--- src/rtl/control_fsm.sv ---
// Multi-cycle RV32I control sequencer: FETCH/DECODE/EXEC/MEM/WB with a sticky
// illegal-opcode trap and a retired-instruction counter.
module control_fsm #(
  parameter int BITS = 32
) (
  input  logic            clk,
  input  logic            rst_n,
  input  logic [31:0]     instr,
  input  logic            mem_ready,
  input  logic            branch_taken,
  output logic [2:0]      state,
  output logic            ir_we,
  output logic            pc_we,
  output logic [1:0]      pc_src,
  output logic            mem_req,
  output logic            mem_we,
  output logic            reg_we,
  output logic [1:0]      wb_sel,
  output logic            alu_src_imm,
  output logic            illegal,
  output logic [BITS-1:0] instret
);

  typedef enum logic [2:0] {
    S_FETCH  = 3'd0,
    S_DECODE = 3'd1,
    S_EXEC   = 3'd2,
    S_MEM    = 3'd3,
    S_WB     = 3'd4,
    S_TRAP   = 3'd5
  } state_t;

  localparam logic [6:0] OPC_LOAD   = 7'b0000011;
  localparam logic [6:0] OPC_OPIMM  = 7'b0010011;
  localparam logic [6:0] OPC_AUIPC  = 7'b0010111;
  localparam logic [6:0] OPC_STORE  = 7'b0100011;
  localparam logic [6:0] OPC_OP     = 7'b0110011;
  localparam logic [6:0] OPC_LUI    = 7'b0110111;
  localparam logic [6:0] OPC_BRANCH = 7'b1100011;
  localparam logic [6:0] OPC_JALR   = 7'b1100111;
  localparam logic [6:0] OPC_JAL    = 7'b1101111;
  localparam logic [6:0] OPC_FENCE  = 7'b0001111;

  state_t          state_q;
  state_t          state_d;
  logic            illegal_q;
  logic [BITS-1:0] instret_q;

  logic is_load, is_store, is_branch, is_fence, is_jal, is_jalr;
  logic is_wb_class, is_legal, uses_imm, rd_nz;

  logic ir_we_c, pc_we_c, mem_req_c, mem_we_c, reg_we_c;

  always_comb begin
    is_load     = (instr[6:0] == OPC_LOAD);
    is_store    = (instr[6:0] == OPC_STORE);
    is_branch   = (instr[6:0] == OPC_BRANCH);
    is_fence    = (instr[6:0] == OPC_FENCE);
    is_jal      = (instr[6:0] == OPC_JAL);
    is_jalr     = (instr[6:0] == OPC_JALR);
    is_wb_class = (instr[6:0] == OPC_OP)    || (instr[6:0] == OPC_OPIMM) ||
                  (instr[6:0] == OPC_LUI)   || (instr[6:0] == OPC_AUIPC) ||
                  is_jal || is_jalr;
    is_legal    = is_wb_class || is_load || is_store || is_branch || is_fence;
    uses_imm    = (instr[6:0] == OPC_OPIMM) || (instr[6:0] == OPC_LUI) ||
                  (instr[6:0] == OPC_AUIPC) || is_load || is_store || is_jalr;
    rd_nz       = (instr[11:7] != 5'd0);
  end

  // Next-state and raw (ungated) control
  always_comb begin
    state_d     = state_q;
    ir_we_c     = 1'b0;
    pc_we_c     = 1'b0;
    mem_req_c   = 1'b0;
    mem_we_c    = 1'b0;
    reg_we_c    = 1'b0;
    pc_src      = 2'd0;
    wb_sel      = 2'd0;
    alu_src_imm = 1'b0;
    case (state_q)
      S_FETCH: begin
        mem_req_c = 1'b1;
        if (mem_ready) begin
          ir_we_c = 1'b1;
          state_d = S_DECODE;
        end
      end
      S_DECODE: begin
        state_d = is_legal ? S_EXEC : S_TRAP;
      end
      S_EXEC: begin
        alu_src_imm = uses_imm;
        if (is_load || is_store) begin
          state_d = S_MEM;
        end else if (is_branch) begin
          pc_we_c = 1'b1;
          pc_src  = branch_taken ? 2'd1 : 2'd0;
          state_d = S_FETCH;
        end else if (is_fence) begin
          pc_we_c = 1'b1;
          state_d = S_FETCH;
        end else if (is_wb_class) begin
          state_d = S_WB;
        end else begin
          // instr changed after DECODE; refuse to guess
          state_d = S_TRAP;
        end
      end
      S_MEM: begin
        alu_src_imm = uses_imm;
        mem_req_c   = 1'b1;
        mem_we_c    = is_store;
        if (mem_ready) begin
          if (is_load) begin
            state_d = S_WB;
          end else begin
            pc_we_c = 1'b1;
            state_d = S_FETCH;
          end
        end
      end
      S_WB: begin
        alu_src_imm = uses_imm;
        pc_we_c     = 1'b1;
        reg_we_c    = rd_nz;
        pc_src      = is_jal ? 2'd1 : (is_jalr ? 2'd2 : 2'd0);
        wb_sel      = is_load ? 2'd1 : ((is_jal || is_jalr) ? 2'd2 : 2'd0);
        state_d     = S_FETCH;
      end
      S_TRAP: begin
        state_d = S_TRAP;
      end
      default: begin
        state_d = S_FETCH;
      end
    endcase
  end

  // Strobes are held low combinationally for the whole reset assertion
  always_comb begin
    ir_we   = ir_we_c   & rst_n;
    pc_we   = pc_we_c   & rst_n;
    mem_req = mem_req_c & rst_n;
    mem_we  = mem_we_c  & rst_n;
    reg_we  = reg_we_c  & rst_n;
  end

  always_ff @(posedge clk) begin
    if (!rst_n) begin
      state_q   <= S_FETCH;
      illegal_q <= 1'b0;
      instret_q <= '0;
    end else begin
      state_q <= state_d;
      if (state_d == S_TRAP) begin
        illegal_q <= 1'b1;
      end
      if (pc_we_c) begin
        instret_q <= instret_q + 1'b1;
      end
    end
  end

  assign state   = state_q;
  assign illegal = illegal_q;
  assign instret = instret_q;

endmodule

--- config.mk ---
export PLATFORM = sky130hd
export DESIGN_NAME = control_fsm
export DESIGN_NICKNAME = d
export VERILOG_FILES = /design/src/rtl/control_fsm.sv
export SDC_FILE = /design/constraint.sdc
export NUM_CORES = 1
export LEC_CHECK = 0
export BUFFER_PORTS_ARGS = -buffer_cell sky130_fd_sc_hd__buf_2
export CAP_MARGIN = 40
export CORE_ASPECT_RATIO = 0.7
export CORE_MARGIN = 3
export CORE_UTILIZATION = 50
export CTS_CLUSTER_SIZE = 12
export DETAILED_ROUTE_END_ITERATION = 10
export PLACE_DENSITY = 0.83
export REMOVE_ABC_BUFFERS = 1
export SLEW_MARGIN = 0
export SYNTH_ARGS = -nofsm -noshare
export SYNTH_HDL_FRONTEND = slang
export SYNTH_SLANG_ARGS = --single-unit
--- constraint.sdc ---
create_clock -name clk -period 2.55 [get_ports clk]
set_input_delay 0.3825 -clock clk [delete_from_list [all_inputs] [get_ports clk]]
set_output_delay 0.3825 -clock clk [all_outputs]
set_load 0.02 [all_outputs]
# Yosys cells after proc, flatten, opt, wreduce, memory -nomap -nowiden
# Index checks and enable logic that the tools add are counted.
dict set report totals {
  register_bits 36
  in_bits 36
  output_inout_bits 46
  elab_cells 75
}
dict set report classes {
  add_sub_neg 1
  eq_ne 16
  n_mux 30
  bitwise_logic 5
  n_reduce_logical 20
}
# op count
set op_table {}
lappend op_table {{$add A32 B1 Y32 const B} 1}
lappend op_table {{$eq A7 B6 Y1 const B} 3}
lappend op_table {{$eq A7 B7 Y1 const B} 3}
lappend op_table {{$mux W3} 7}
lappend op_table {{$logic_or A1 B1 Y1} 16}
lappend op_table {{$mux W1} 15}
lappend op_table {{$pmux W3 S5} 1}
lappend op_table {{$eq A7 B5 Y1 const B} 2}
lappend op_table {{$mux W2} 5}
lappend op_table {{$eq A3 B3 Y1 const B} 3}
lappend op_table {{$eq A7 B2 Y1 const B} 1}
lappend op_table {{$eq A7 B4 Y1 const B} 1}
lappend op_table {{$eq A3 B2 Y1 const B} 2}
lappend op_table {{$and A1 B1 Y1} 5}
lappend op_table {{$reduce_bool A5 Y1} 1}
lappend op_table {{$pmux W2 S2} 1}
lappend op_table {{$eq A3 B1 Y1 const B} 1}
lappend op_table {{$logic_not A3 Y1} 1}
lappend op_table {{$pmux W1 S3} 1}
lappend op_table {{$reduce_or A3 Y1} 1}
lappend op_table {{$reduce_or A2 Y1} 1}

# Depth between registers and ports, before layout
dict set report logic_depth {
  word_depth 13
  ltp_mapped 8
}

# Worst setup path after synthesis
# No wires, ideal clock.
dict set report synth_path {
  path_type {input to output}
  startpoint {input port instr[3]}
  endpoint {output port pc_we}
  arrival_ns 1.840
  t_required_ns 2.168
  path_slack_ns 0.328
  stages 6
  n_path_buf 2
  path_cell_list {buf_2 -> nand4bb_1 -> a2111oi_2 -> nor3_1 -> buf_2 -> nor2_1}
}
dict set report synth_via {
  elab_chain_cells 6
  elab_cells_between_ends 12
}
# item line_no
set synth_lines {}
lappend synth_lines {{start, declared} 8} ;# input logic [31:0] instr,
lappend synth_lines {{$eq A7 B4 Y1} 58} ;# is_fence = (instr[6:0] == OPC_FENCE);
lappend synth_lines {{$mux W1} 100} ;# end else if (is_fence) begin
lappend synth_lines {{$mux W1} 96} ;# end else if (is_branch) begin
lappend synth_lines {{$mux W1} 94} ;# if (is_load || is_store) begin
lappend synth_lines {{$pmux W1 S3 (*)} 81} ;# case (state_q)
lappend synth_lines {{$and A1 B1 Y1 (*)} 143} ;# pc_we = pc_we_c & rst_n;
lappend synth_lines {{end, declared} 13} ;# output logic pc_we,
# Mark *: on every way between the ends. The rest lies on a longest branch, timed or not.

# Worst setup path after layout
dict set report layout_path {
  startpoint {register state_q[2] (netlist: state[2])}
  endpoint {register instret_q[20] (netlist: instret[20])}
}
dict set report layout_via {
  elab_chain_cells 2
  elab_cells_between_ends 4
}
# item line_no
set layout_lines {}
lappend layout_lines {{start, declared} 44} ;# state_t state_q;
lappend layout_lines {{start signal, assigned} 155} ;# state_q <= state_d;
lappend layout_lines {{$eq A3 B3 Y1 or $eq A3 B2 Y1 (tied branches)} 81}
lappend layout_lines {{$pmux W1 S3 (*)} 81}
lappend layout_lines {{end signal, assigned} 160} ;# instret_q <= instret_q + 1'b1;
lappend layout_lines {{end, declared} 47} ;# logic [BITS-1:0] instret_q;
# Marks and branches as above.
# A chain may end at the register's enable or synchronous reset.

==> out/qor.txt <==
Netlist Area Pre-Place - 2290 um^2
Distinct cells, synth - 53
leakage component of the power - 0.00103 uW
switching part of the total power - 30.8%
drc violations - 0
Initial Utilization - 54.9%
mux contribution to synthesized area - 2.24%
highest fanout seen on the critical path - 16
fin crit period - 2.21 ns
Antenna Violating Nets Remaining - 0
via count - 2,580
number of clock sinks - 36
required time at the worst-slack endpoint - 2.77 ns
Avg Inst Size Synth - 7.96 um^2
main combinational cell family by area after synthesis - simple AND/OR/NAND/NOR gates
average routed wire per standard cell - 16.2 um
fraction of the mapped netlist area in simple logic gates - 33.8%
Final Util - 65.7%
total die area - 5430 um^2
pin count of the biggest net entering global routing - 25
Core Region - 4160 um^2
number of global-route vias before repair - 2,275
GRT Resource Usage Total - 24.6%
vias per cell - 6.45
Post-synth EDFFs - 0
WS Path Type - reg2reg
Synth Area in XOR/XNOR - 2.30%
DIE HEIGHT - 62.6 um
share of synthesized registers carrying an async set or reset - 0%
Total Negative Setup Slacks - 0 ns
DP Wirelength - 4840 um
Post-Layout Cell Count - 400
Starting DRT DRC Count - 267
max frequency - 452 MHz
TritonCTS Buffers - 5
clock network fraction of design power - 30.6%
post-cts hold buffer count - 0
postcts setup bufs - 0
sequential share of power - 47.9%
element type at the critical path start - flop
Max H-tree Level - 2
wire length of the first global-routing pass - 11,000 um
Hold/Removal Path Class - in2reg
Fin. Hold Viols - 0
total congestion overflow - 0
sequential-to-total area share from yosys stat - 31.5%
Resized cells post-CTS - 0
Synth Area in Adders - 0.547%
net count of the finished layout - 385
final setup vio count - 0
Yosys warning total - 0
Cell Pwr Density - 455 nW/um^2
CTS tree - built
number of antenna repair diodes - 0
proportion of power drawn by combinational gates - 21.5%
RSZ-0062 raised after global routing - false
gp weighted congestion - 0.951
setup skew after layout - 0.0108 ns
total of buffers placed on input and output ports - 61
number of max-slew violations in the final report - 0
register clock-pin slew on the reported worst setup and hold paths - 0.07 ns
Cells after DPL - 393
number of antenna violations at the first check in global routing - 0
root buffer cell - clkbuf_8
Max Cap Viol - 0
Setup crit end kind - flop
Worst Tran Pin Value - 0.521 ns
Sw Pwr - 384 uW
I/O pin count - 82
Filler Cells Inserted - 388
number of synthesized register bits - 36
TritonRoute pass-1 iters - 5
x dimension of the die - 86.8 um
Main synth FF type - dfxtp_1
Cell Int Power - 862 uW
layout overhead on the synthesized area - 19.6%
Period Utilization, post-route - 86.8%
worst skew pair latency - 0.29 ns
fraction of layout instances using a drive strength above 1 - 25.3%
Slew Limit Headroom - 65.1%
total wirelength of the detailed-routed design - 6470 um
maximum count of clock buffers along a single path - 2
Gate Count Post-Synth - 287
footprint of the multi-input gates - 1440 um^2
Synth Area in Compound Gates - 24.0%
IR drop worst, VDD - 0.304 mV
number of placement rows - 19
data arrival at the endpoint of the critical path - 2.44 ns
sequential cell area in the final layout - 721 um^2
status - completed
## metal layers
metal	vias to the layer above	part of all wire (%)	GRT usage (%)
li1	1233	-	-
met1	1194	46	37.3
met2	133	43	34.6
met3	20	9.1	4.74
met4	0	1.6	7.20
met5	-	0	0
## power groups by stage
stage / clock network [uW] / registers (uW) / logic (uW)
global route: 413 / 599 / 291
floorplan: 0 / 633 / 132
detailed placement: 0 / 608 / 264
CTS: 388 / 596 / 265
global placement: 0 / 607 / 261
finish: 381 / 596 / 268
## Yosys cell counts (9+ instances only)
cell type / instances / area [um^2]
a21oi_1: 26 / 130
clkbuf_1: 10 / 37.5
dfxtp_1: 36 / 721
inv_1: 9 / 33.8
nand2_1: 22 / 82.6
nand3_1: 13 / 65.1
nand4_1: 11 / 68.8
nor2_1: 20 / 75.1
o31ai_1: 12 / 90.1
or4_1: 10 / 75.1
## worst paths after layout
path | start | endpoint | slack, ns | depth (start not counted)
max | state[2] | instret[20] | 0.34 | 5
min | rst_n | instret[31] | 0.46 | 2
max reg2reg | state[2] | instret[20] | 0.34 | 5
min reg2reg | instret[25] | instret[25] | 0.49 | 2
## critical path: stages, from the launching register on
cell and delay (ns):
dfxtp_1 0.31, nand2b_1 0.28, a311o_1 0.44, a31o_1 0.40
or4_1 0.55, a21oi_1 0.16
## cell usage in the layout, fill, tap and decap left out, types with 4 or more instances in the layout
master      n
nor3_1      5
nand2_1    22
and4_1      5
clkbuf_8    5
buf_2      61
buf_4      12
o21ai_0     7
nand4bb_1   5
o41ai_1     7
a21oi_1    26
a31oi_1     4
nand3b_1    4
or3_1       5
dfxtp_1    36
or4_1      10
inv_1       9
o31ai_1    12
nor2_1     20
nor4_1      7
nand4_1    11
nand3_1    13
mux2i_1     4
nand2b_1    7
## flip-flops by register name, summed over array words and instances (netlist names)
name and cells:
illegal 1, state 3, instret 32
## cells by family (layout without fill, tap and decap cells)
logic type / count (synthesis) / in the layout
and+or+nand+nor: 132 / 132
adders and majority gates: 1 / 1
AOI/OAI and AO/OA: 79 / 79
DFF: 36 / 36
xor gates and xnor gates: 6 / 6
buffers and inverters: 28 / 89
muxes: 5 / 5
## area by class of cell
cell class                      count  area share [%]
Clock buffer                        6            2.65
Clock inverter                      1           0.183
Inverter                            9            1.24
Multi-Input combinational cell    223            52.7
Sequential cell                    36            26.3
Tap cell                           52            2.38
Timing Repair Buffer               73            14.5
## stage by stage
step,power (uW),worst slack (ns),cell area [um^2],hold slack [ns]
2_1_floorplan,765,0.0554,2190,0.500
3_3_place_gp,868,0.141,2660,0.475
3_5_place_dp,872,0.0947,2660,0.485
4_1_cts,1250,0.343,2740,0.450
5_1_grt,1300,0.186,2740,0.448
6_report,1250,0.337,2740,0.455
(Power assumes the default switching activity.)
